**src/rtl/mem_port_arbiter_pkg.sv**
```systemverilog
// Shared types and constants for the fetch/data memory port arbiter.
package mem_port_arbiter_pkg;

    typedef enum logic [1:0] {
        IDLE     = 2'd0,
        SERVE_IF = 2'd1,
        SERVE_DM = 2'd2,
        RESP     = 2'd3
    } state_e;

    localparam logic [2:0] FETCH_F3    = 3'b010;
    localparam int         TIMEOUT_DEF = 15;
    localparam int         IF_IDX      = 0;
    localparam int         DM_IDX      = 1;

endpackage

```
**src/rtl/mem_port_arbiter_rr_arbiter2.sv**
```systemverilog
// Two-requester round-robin selector; on a tie the side not served last wins.
module rr_arbiter2
    import mem_port_arbiter_pkg::*;
(
    input  logic [1:0] req,
    input  logic       last,
    output logic [1:0] grant
);

    // last = 1 means the DM side was served most recently
    always_comb begin
        grant = 2'b00;
        if (req[IF_IDX] && req[DM_IDX]) begin
            grant[IF_IDX] = last;
            grant[DM_IDX] = ~last;
        end else begin
            grant = req;
        end
    end

endmodule

```
**src/rtl/mem_port_arbiter.sv**
```systemverilog
// Shares one single-port memory between instruction fetch and data access,
// with round-robin arbitration and a bounded wait for mem_ack.
module mem_port_arbiter
    import mem_port_arbiter_pkg::*;
#(
    parameter int ADDR_W  = 32,
    parameter int DATA_W  = 32,
    parameter int TIMEOUT = TIMEOUT_DEF
) (
    input  logic              clk,
    input  logic              rst,
    input  logic              if_req,
    input  logic [ADDR_W-1:0] if_addr,
    output logic              if_gnt,
    output logic              if_rvalid,
    output logic [DATA_W-1:0] if_rdata,
    input  logic              dm_req,
    input  logic              dm_we,
    input  logic [ADDR_W-1:0] dm_addr,
    input  logic [DATA_W-1:0] dm_wdata,
    input  logic [2:0]        dm_funct3,
    output logic              dm_gnt,
    output logic              dm_rvalid,
    output logic [DATA_W-1:0] dm_rdata,
    output logic              mem_req,
    output logic              mem_we,
    output logic [ADDR_W-1:0] mem_addr,
    output logic [DATA_W-1:0] mem_wdata,
    output logic [2:0]        mem_funct3,
    input  logic              mem_ack,
    input  logic [DATA_W-1:0] mem_rdata,
    output logic              err,
    output logic              busy
);

    localparam logic [7:0] TO_CNT = 8'(TIMEOUT);

    state_e     state_q, state_d;
    logic       last_q;      // 1 = DM served last; also the owner while busy
    logic [1:0] grant;
    logic [7:0] wait_cnt;
    logic       serving;
    logic       abort;

    rr_arbiter2 u_rr (
        .req   ({dm_req, if_req}),
        .last  (last_q),
        .grant (grant)
    );

    assign serving = (state_q == SERVE_IF) || (state_q == SERVE_DM);
    assign mem_req = serving;
    assign busy    = (state_q != IDLE);

    always_comb begin
        state_d = state_q;
        abort   = 1'b0;
        case (state_q)
            IDLE: begin
                if (grant[DM_IDX])      state_d = SERVE_DM;
                else if (grant[IF_IDX]) state_d = SERVE_IF;
            end
            SERVE_IF, SERVE_DM: begin
                if (mem_ack) begin
                    state_d = RESP;
                end else if (wait_cnt + 8'd1 == TO_CNT) begin
                    state_d = IDLE;
                    abort   = 1'b1;
                end
            end
            RESP:    state_d = IDLE;
            default: state_d = IDLE;
        endcase
    end

    always_ff @(posedge clk) begin
        if (!rst) begin
            state_q    <= IDLE;
            last_q     <= 1'b0;
            wait_cnt   <= '0;
            if_gnt     <= 1'b0;
            dm_gnt     <= 1'b0;
            if_rvalid  <= 1'b0;
            dm_rvalid  <= 1'b0;
            if_rdata   <= '0;
            dm_rdata   <= '0;
            mem_we     <= 1'b0;
            mem_addr   <= '0;
            mem_wdata  <= '0;
            mem_funct3 <= '0;
            err        <= 1'b0;
        end else begin
            state_q   <= state_d;
            if_gnt    <= 1'b0;
            dm_gnt    <= 1'b0;
            if_rvalid <= 1'b0;
            dm_rvalid <= 1'b0;
            err       <= 1'b0;
            if (state_q == IDLE && (|grant)) begin
                last_q   <= grant[DM_IDX];
                if_gnt   <= grant[IF_IDX];
                dm_gnt   <= grant[DM_IDX];
                wait_cnt <= '0;
                if (grant[DM_IDX]) begin
                    mem_we     <= dm_we;
                    mem_addr   <= dm_addr;
                    mem_wdata  <= dm_wdata;
                    mem_funct3 <= dm_funct3;
                end else begin
                    mem_we     <= 1'b0;
                    mem_addr   <= if_addr;
                    mem_wdata  <= '0;
                    mem_funct3 <= FETCH_F3;
                end
            end
            if (serving) begin
                if (mem_ack) begin
                    if (last_q) begin
                        dm_rdata  <= mem_rdata;
                        dm_rvalid <= 1'b1;
                    end else begin
                        if_rdata  <= mem_rdata;
                        if_rvalid <= 1'b1;
                    end
                end else begin
                    wait_cnt <= wait_cnt + 8'd1;
                    // abandoned access completes with zero data and an err pulse
                    if (abort) begin
                        err <= 1'b1;
                        if (last_q) begin
                            dm_rdata  <= '0;
                            dm_rvalid <= 1'b1;
                        end else begin
                            if_rdata  <= '0;
                            if_rvalid <= 1'b1;
                        end
                    end
                end
            end
        end
    end

endmodule

```
**config.mk**
```make
export PLATFORM = sky130hd
export DESIGN_NAME = mem_port_arbiter
export DESIGN_NICKNAME = d
export VERILOG_FILES = /design/src/rtl/mem_port_arbiter_pkg.sv /design/src/rtl/mem_port_arbiter_rr_arbiter2.sv /design/src/rtl/mem_port_arbiter.sv
export SDC_FILE = /design/constraint.sdc
export NUM_CORES = 1
export LEC_CHECK = 0
export BUFFER_PORTS_ARGS = -buffer_cell sky130_fd_sc_hd__buf_2
export CAP_MARGIN = 20
export CORE_AREA = 2 2 93 185
export DETAILED_ROUTE_END_ITERATION = 8
export DIE_AREA = 0 0 95 187
export PLACE_DENSITY = 0.69
export SYNTH_ARGS = -nofsm -noshare
export SYNTH_HDL_FRONTEND = slang
export SYNTH_SLANG_ARGS = --single-unit
```
**constraint.sdc**
```tcl
create_clock -name clk -period 2.6 [get_ports clk]
set_input_delay 0.52 -clock clk [delete_from_list [all_inputs] [get_ports clk]]
set_output_delay 0.52 -clock clk [all_outputs]
set_load 0.01 [all_outputs]
```
==> results of run 1 <==
layout by cell type, fill, tap and decap left out, types with 2 or more instances in the layout:
| master | instances |
|---|---|
| buf_2 | 274 |
| dfxtp_1 | 148 |
| nand2_1 | 108 |
| nor2_1 | 107 |
| o2111ai_1 | 65 |
| a31oi_1 | 65 |
| a22o_1 | 35 |
| mux2i_1 | 32 |
| a211oi_1 | 32 |
| clkbuf_16 | 17 |
| buf_4 | 17 |
| a21oi_1 | 12 |
| inv_1 | 9 |
| nand3_1 | 8 |
| a311oi_1 | 6 |
| o21ai_0 | 6 |
| nor3_1 | 6 |
| bufinv_16 | 6 |
| nand2b_1 | 4 |
| ha_1 | 4 |
| clkinv_4 | 4 |
| buf_12 | 3 |
| or3_1 | 2 |
| nand4_1 | 2 |
| inv_6 | 2 |
power breakdown:
| group | switching (µW) | total (µW) | internal (µW) |
|---|---|---|---|
| logic | 1720 | 2790 | 1070 |
| clock network | 989 | 2830 | 1840 |
| registers | 350 | 3180 | 2830 |
per-layer routing:
metal	routed length, µm	global-route usage
met1	8270	0.277
met2	9190	0.344
met3	1700	0.0500
met4	440	0.0797
met5	0	0
registers in the layout, summed over array words and instances (netlist names):
signal,flops
dm_gnt,1
if_rdata,32
mem_addr,32
wait_cnt,8
if_gnt,1
state_q,2
mem_we,1
mem_wdata,32
if_rvalid,1
last_q,1
dm_rvalid,1
mem_funct3,3
err,1
dm_rdata,32
through the flow:
step,cell area [µm²],cells
5_1_grt,8700,1207
4_1_cts,8700,1207
3_3_place_gp,7980,1174
6_report,8700,1207
3_5_place_dp,8010,1175
2_1_floorplan,6460,755
layout make-up:
class / instances / share of cell area
clock buffers: 18 / 0.0505
clock inverters: 14 / 0.0286
inverters: 10 / 0.00432
multi-input cells: 515 / 0.364
flip-flops and latches: 148 / 0.341
well taps: 207 / 0.0298
repair buffers: 295 / 0.182
worst register-to-register path: cells and delay by family (launching register included):
family / cells / cell delay, ns
buffers and inverters: 1 / 0.20
AND/OR/NAND/NOR: 3 / 0.57
flip-flops: 1 / 0.36
AO/OA/AOI/OAI: 2 / 0.73
adder cells (fa/ha/maj): 1 / 0.29
worst max path at each step:
| stage | from | end | slack (ns) | depth (start not counted) |
|---|---|---|---|---|
| after floorplan | state_q[0] | state_q[0] | 0.49 | 9 |
| after global placement | if_req | mem_wdata[7] | 0.31 | 5 |
| after detailed placement | mem_ack | wait_cnt[7] | 0.38 | 6 |
| after CTS | wait_cnt[0] | state_q[1] | 0.36 | 6 |
| after global routing | wait_cnt[0] | state_q[1] | 0.19 | 7 |
| final | wait_cnt[0] | dm_rdata[6] | 0.32 | 7 |
logic make-up after synthesis:
logic type	synth area share
buf+inv	0.0568
fa+ha+maj	0.00775
xor+xnor	0.00271
simple gates	0.156
compound gates	0.268
mux	0.0496
flops	0.459
==> qor.yml, run 1 <==
run_status:
  status: "complete, no violations"
min_path:
  hold_start: "dm_wdata[7]"
  min_path_cells: 2
  hold-path-endpoint: "mem_wdata[7]"
  hp-class: "in -> reg"
setup_path:
  cp.arrival_ns: 2.57
  cpPeakStageDelay_ns: 0.42
  crit_type: "reg -> reg"
  timing.rr.start: "wait_cnt[0]"
  cp.buffers_inverters: 1
  rr_worst_depth: 7
  timing.critical_path.required_ns: 2.89
  cp_max_fo: 65
  setup.worst_path.start_class: "register"
  slowest_stage: "a221o_2"
  crit_family: "compound AO/OA/AOI/OAI gates"
  worstPathCellList: "ha_1 -> and3_4 -> or3_1 -> a221o_2 -> buf_12 -> o2111ai_1 -> nand2_1"
  timing.reg2reg.setup_slack_ns: 0.32
  r2r_end: "dm_rdata[6]"
  critPathCaptureType: "register"
die:
  core_mm2: 0.0165
  die_width_um: 95
  start_util: 0.391
  dieArea_mm2: 0.0178
  die_h_um: 187
  io_pins: 276
  fp-row-count: 67
cts:
  postCtsSetupRepairBufs: 0
  h-tree-depth: 4
  cts_hold_buf: 0
  cts.sinks: 148
  cts_made_buffers: 17
  cts_resized: 0
  clockRootBuffer: "clkbuf_16"
  cts_tree: "done"
  clk_latency_ns: 0.41
  clk_pin_slew_worst_paths_ns: 0.07
  ctsLongestPathBuffers: 2
pwr:
  power_uw: 8800
  leakage_uw: 0.00422
  p_per_area_mw_per_mm2: 1010
  irDropWorstVdd_mv: 0.452
sta:
  clock.fmax_ghz: 0.438
  final_hold_viol_count: 0
  rsz0062_at_grt: "no"
  timing.final.crit_period_ns: 2.28
  fin_skew_ns: 0.0106
  setup_tns_ns: 0
  worst_pin_slew_ns: 0.711
  finalCritPeriodShare: 0.877
  worst_hold_slack_ns: 0.324
  slew_headroom: 0.526
  finalSetupViolCount: 0
  fin_ws_ns: 0.319
  slew_viol_final: 0
yosys:
  async_flop_share: 0
  ys.flop_type: "dfxtp_1"
  synth_edf_count: 0
  syn_area_mm2: 0.00646
  syn_area_per_cell_um2: 8.55
  synth.distinct_cells: 39
  synth_area_leader_cell: "dfxtp_1"
  synth.most_common_cell: "dfxtp_1"
  synth_seq_cells: 148
  syn_nets: 896
  synth_top_area_frac: 0.459
  syn_inst: 755
  synth.area.top_cells: "dfxtp_1 (46%), o2111ai_1 (8.8%), a31oi_1 (6.4%)"
  synth_common_cells: "dfxtp_1 (148), nor2_1 (109), nand2_1 (108)"
  ys_seq_area_frac: 0.459
  yosysWarningCount: 0
final_layout:
  fin_util: 0.527
  final_layout_size_suffix_gt1_frac: 0.334
  final_nets: 1128
  diodes: 0
  regArea_mm2: 0.00296
  synthToLayoutAreaGrowth_pct: 34.7
  multi_input_area_mm2: 0.00316
  n_fill_cell: 1554
routing:
  firstDrtPassIters: 5
  drc: 0
  drt_wl_total_um: 19600
  wl_per_cell_um: 16.2
  drt_iter0_markers: 365
  final_antenna_net_count: 0
  detail_route.vias_per_cell: 5.54
  vias: 6684
placed_design:
  place_ws_ns: 0.377
  dp_hpwl_um: 13100
  gp_congestion: 0.812
  port-buffer-count: 275
global_routing:
  grt_pass1_wl_um: 30800
  grt_max_degree: 67
  antenna_found_initial: 0
  grt_pass1_vias: 6108
  overflow: 0
  grtUsageTotal: 0.214
run:
  cap_violations: 0
(Power assumes the default switching activity.)
==> run 2: changes to the inputs <==
--- a/config.mk
+++ b/config.mk
@@ -13,4 +13,5 @@
 export PLACE_DENSITY = 0.69
 export SYNTH_ARGS = -nofsm -noshare
 export SYNTH_HDL_FRONTEND = slang
+export SYNTH_HIERARCHICAL = 1
 export SYNTH_SLANG_ARGS = --single-unit
==> qor.yml, run 2 <==
die:
  dieArea_mm2: 0.0178  # unchanged
  die_h_um: 187  # unchanged
  io_pins: 276  # unchanged
  die_width_um: 95  # unchanged
  fp-row-count: 67  # unchanged
  core_mm2: 0.0165  # unchanged
  start_util: 0.391  # about the same
placed_design:
  gp_congestion: 0.872  # +7.3%
  place_area_mm2: 0.00800  # -0.17%
  place_inst: 1225  # +4.3%
  port-buffer-count: 275  # unchanged
  dp_hpwl_um: 12200  # -6.7%
routing:
  firstDrtPassIters: 5  # unchanged
  detail_route.vias_per_cell: 5.19  # -6.2%
  drc: 0  # unchanged
  vias: 6529  # -2.3%
  drt_wl_total_um: 17800  # -9.1%
  final_antenna_net_count: 0  # unchanged
  drt_iter0_markers: 282  # -23%
  wl_per_cell_um: 14.2  # -13%
final_layout:
  layout_common_cells: "buf_2 (275), a21oi_1 (170), dfxtp_1 (148), nor2_1 (107), nand2_1 (80)"
  final_nets: 1178  # +4.4%
  final_common_cell: "buf_2"
  final_area_mm2: 0.00857  # -1.5%
  fin_cells: 1257  # +4.1%
  final_layout_size_suffix_gt1_frac: 0.314  # -0.0197
  synthToLayoutAreaGrowth_pct: 32.8
  diodes: 0  # unchanged
  n_fill_cell: 1564  # +0.64%
pwr:
  swShare: 0.370  # +0.0222
  irDropWorstVdd_mv: 0.498  # +10%
  comb_power_share: 0.334  # +0.017
  p_sw_uw: 3040  # -0.76%
  power_uw: 8210  # -6.7%
  clkPwrFrac: 0.294  # -0.028
  p_per_area_mw_per_mm2: 958  # -5.3%
  p_int_uw: 5170  # -9.9%
  leakage_uw: 0.00380  # -10%
  p_seq_frac: 0.372  # +0.011
setup_path:
  cp.arrival_ns: 1.70  # -0.87 ns
  setup.worst_path.start_class: "register"
  timing.rr.start: "wait_cnt[0]"
  critPathCaptureType: "primary output"
  cp-startpoint: "state_q[0]"
  cp_max_fo: 13  # -80%
  timing.critical_path.required_ns: 2.08  # -0.81 ns
  rr_worst_depth: 7  # unchanged
  crit_type: "reg -> out"
sta:
  finalSetupViolCount: 0  # unchanged
  slew_headroom: 0.584  # +0.0579
  slew_viol_final: 0  # unchanged
  worst_pin_slew_ns: 0.624  # -0.0868 ns
  finalCritPeriodShare: 0.852  # -0.0249
  setup_tns_ns: 0  # unchanged
  timing.final.crit_period_ns: 2.22  # -0.0648 ns
  fin_skew_ns: 0.00961  # -0.000953 ns
  clock.fmax_ghz: 0.451  # +2.9%
  worst_hold_slack_ns: 0.364  # +0.0403 ns
  rsz0062_at_grt: "no"
  final_hold_viol_count: 0  # unchanged
cts:
  h-tree-depth: 4  # unchanged
  clk_latency_ns: 0.42  # about the same
  cts.sinks: 148  # unchanged
  cts_resized: 0  # unchanged
  cts_tree: "done"
  postCtsSetupRepairBufs: 0  # unchanged
  cts_hold_buf: 0  # unchanged
  clockRootBuffer: "clkbuf_16"
  ctsLongestPathBuffers: 2  # unchanged
  cts_made_buffers: 17  # unchanged
  clk_pin_slew_worst_paths_ns: 0.07  # about the same
global_routing:
  overflow: 0  # unchanged
  grt_use_met2: 0.315  # -0.0297
  grt.met1_usage: 0.259  # -0.0176
  grtUsageTotal: 0.199  # -0.0150
  grt_use_met3: 0.0560  # +0.00604
  antenna_found_initial: 0  # unchanged
  grt_pass1_wl_um: 29000  # -5.6%
  grt_pass1_vias: 6137  # +0.47%
  grt_max_degree: 66  # -1.5%
  globalRoute.busiestLayer: "met2"
yosys:
  synth_common_cells: "a21oi_1 (170), dfxtp_1 (148), nor2_1 (108)"
  synth_edf_count: 0  # unchanged
  synth_area_leader_cell: "dfxtp_1"
  async_flop_share: 0  # unchanged
  synth_seq_cells: 148  # unchanged
  synth.distinct_cells: 36  # -7.7%
  synth_top_area_frac: 0.459  # about the same
  syn_inst: 802  # +6.2%
  syn_area_mm2: 0.00645  # about the same
  synth_compound_area_frac: 0.196  # -0.0723
  syn_area_per_cell_um2: 8.04  # -5.9%
  synthXorXnorAreaFrac: 0  # -0.00271
  muxShareOfSynthArea: 0.0512  # +0.00159
  synth-simple-area-share: 0.233  # +0.0775
  ys.flop_type: "dfxtp_1"
  synth_top_family_by_area: "simple AND/OR/NAND/NOR gates"
  ys_seq_area_frac: 0.459  # about the same
  synthAdderAreaFrac: 0.00776  # about the same
  synth.most_common_cell: "a21oi_1"
  yosysWarningCount: 6  # +6
  syn_nets: 943  # +5.2%
  synth.area.top_cells: "dfxtp_1 (46%), a21oi_1 (13%), nand3b_1 (7.8%)"
min_path:
  hp-class: "in -> reg"
  min_path_cells: 3  # +1
  hold_start: "dm_wdata[7]"
run_status:
  status: "complete, no violations"
run:
  cap_violations: 0  # unchanged
-- run 2: changes by cell type after synthesis, moves of 4 or more --
| cell | previous run | this run |
|---|---|---|
| a311oi_1 | 6 | 1 |
| nand3b_1 | 0 | 67 |
| o2111ai_1 | 65 | 0 |
| clkbuf_1 | 62 | 50 |
| nand2_1 | 108 | 81 |
| a31oi_1 | 66 | 5 |
| a22o_1 | 35 | 0 |
| a21oi_1 | 12 | 170 |
| inv_1 | 10 | 6 |
| nand3_1 | 8 | 38 |
-- run 2: final cells by class --
| class | count | area [µm²] | area share |
|---|---|---|---|
| sequential | 148 | 2960 | 0.346 |
| clock buffer | 18 | 429 | 0.0501 |
| multi-input combinational | 574 | 3190 | 0.372 |
| inverter | 7 | 28.8 | 0.00336 |
| timing repair buffer | 289 | 1560 | 0.182 |
| tap | 207 | 259 | 0.0302 |
| clock inverter | 14 | 144 | 0.0168 |
-- run 2: path summary, 6_finish.rpt --
path	to	slack, ns
max	busy	0.38
min	mem_wdata[7]	0.36
max reg2reg	dm_rdata[21]	0.44
min reg2reg	mem_wdata[0]	0.45
-- run 2: logic make-up (layout without fill, tap and decap cells) --
| kind of cell | Yosys count | count (layout) |
|---|---|---|
| AOI/OAI and AO/OA | 226 | 226 |
| adders and majority gates | 4 | 4 |
| buffers and inverters | 80 | 328 |
| DFF | 148 | 148 |
| muxes | 33 | 33 |
| and+or+nand+nor | 311 | 311 |
-- run 2: power groups by stage --
stage	Sequential [µW]	Combinational, µW	Clock [µW]
global placement	3070	2720	0
detailed placement	3090	2760	0
CTS	3050	2770	2480
global route	3120	3090	2560
floorplan	3280	1540	0
finish	3050	2740	2410
-- run 2: layer usage --
metal	vias to the layer above	wire (µm)
met3	24	1740
met1	2934	7340
met4	0	290
li1	3263	-
met5	-	0
met2	308	8440
-- run 2: stage by stage --
step | util | worst slack (ns)
floorplan | - | 0.826
global placement | 0.484 | 0.534
detailed placement | 0.484 | 0.453
CTS | 0.519 | 0.340
global route | 0.519 | 0.226
finish | 0.519 | 0.384
-- run 2: critical path: stages, from the launching register on --
cell	delay [ns]
dfxtp_1	0.32
inv_1	0.09
ha_1	0.47
inv_1	0.20
buf_2	0.19
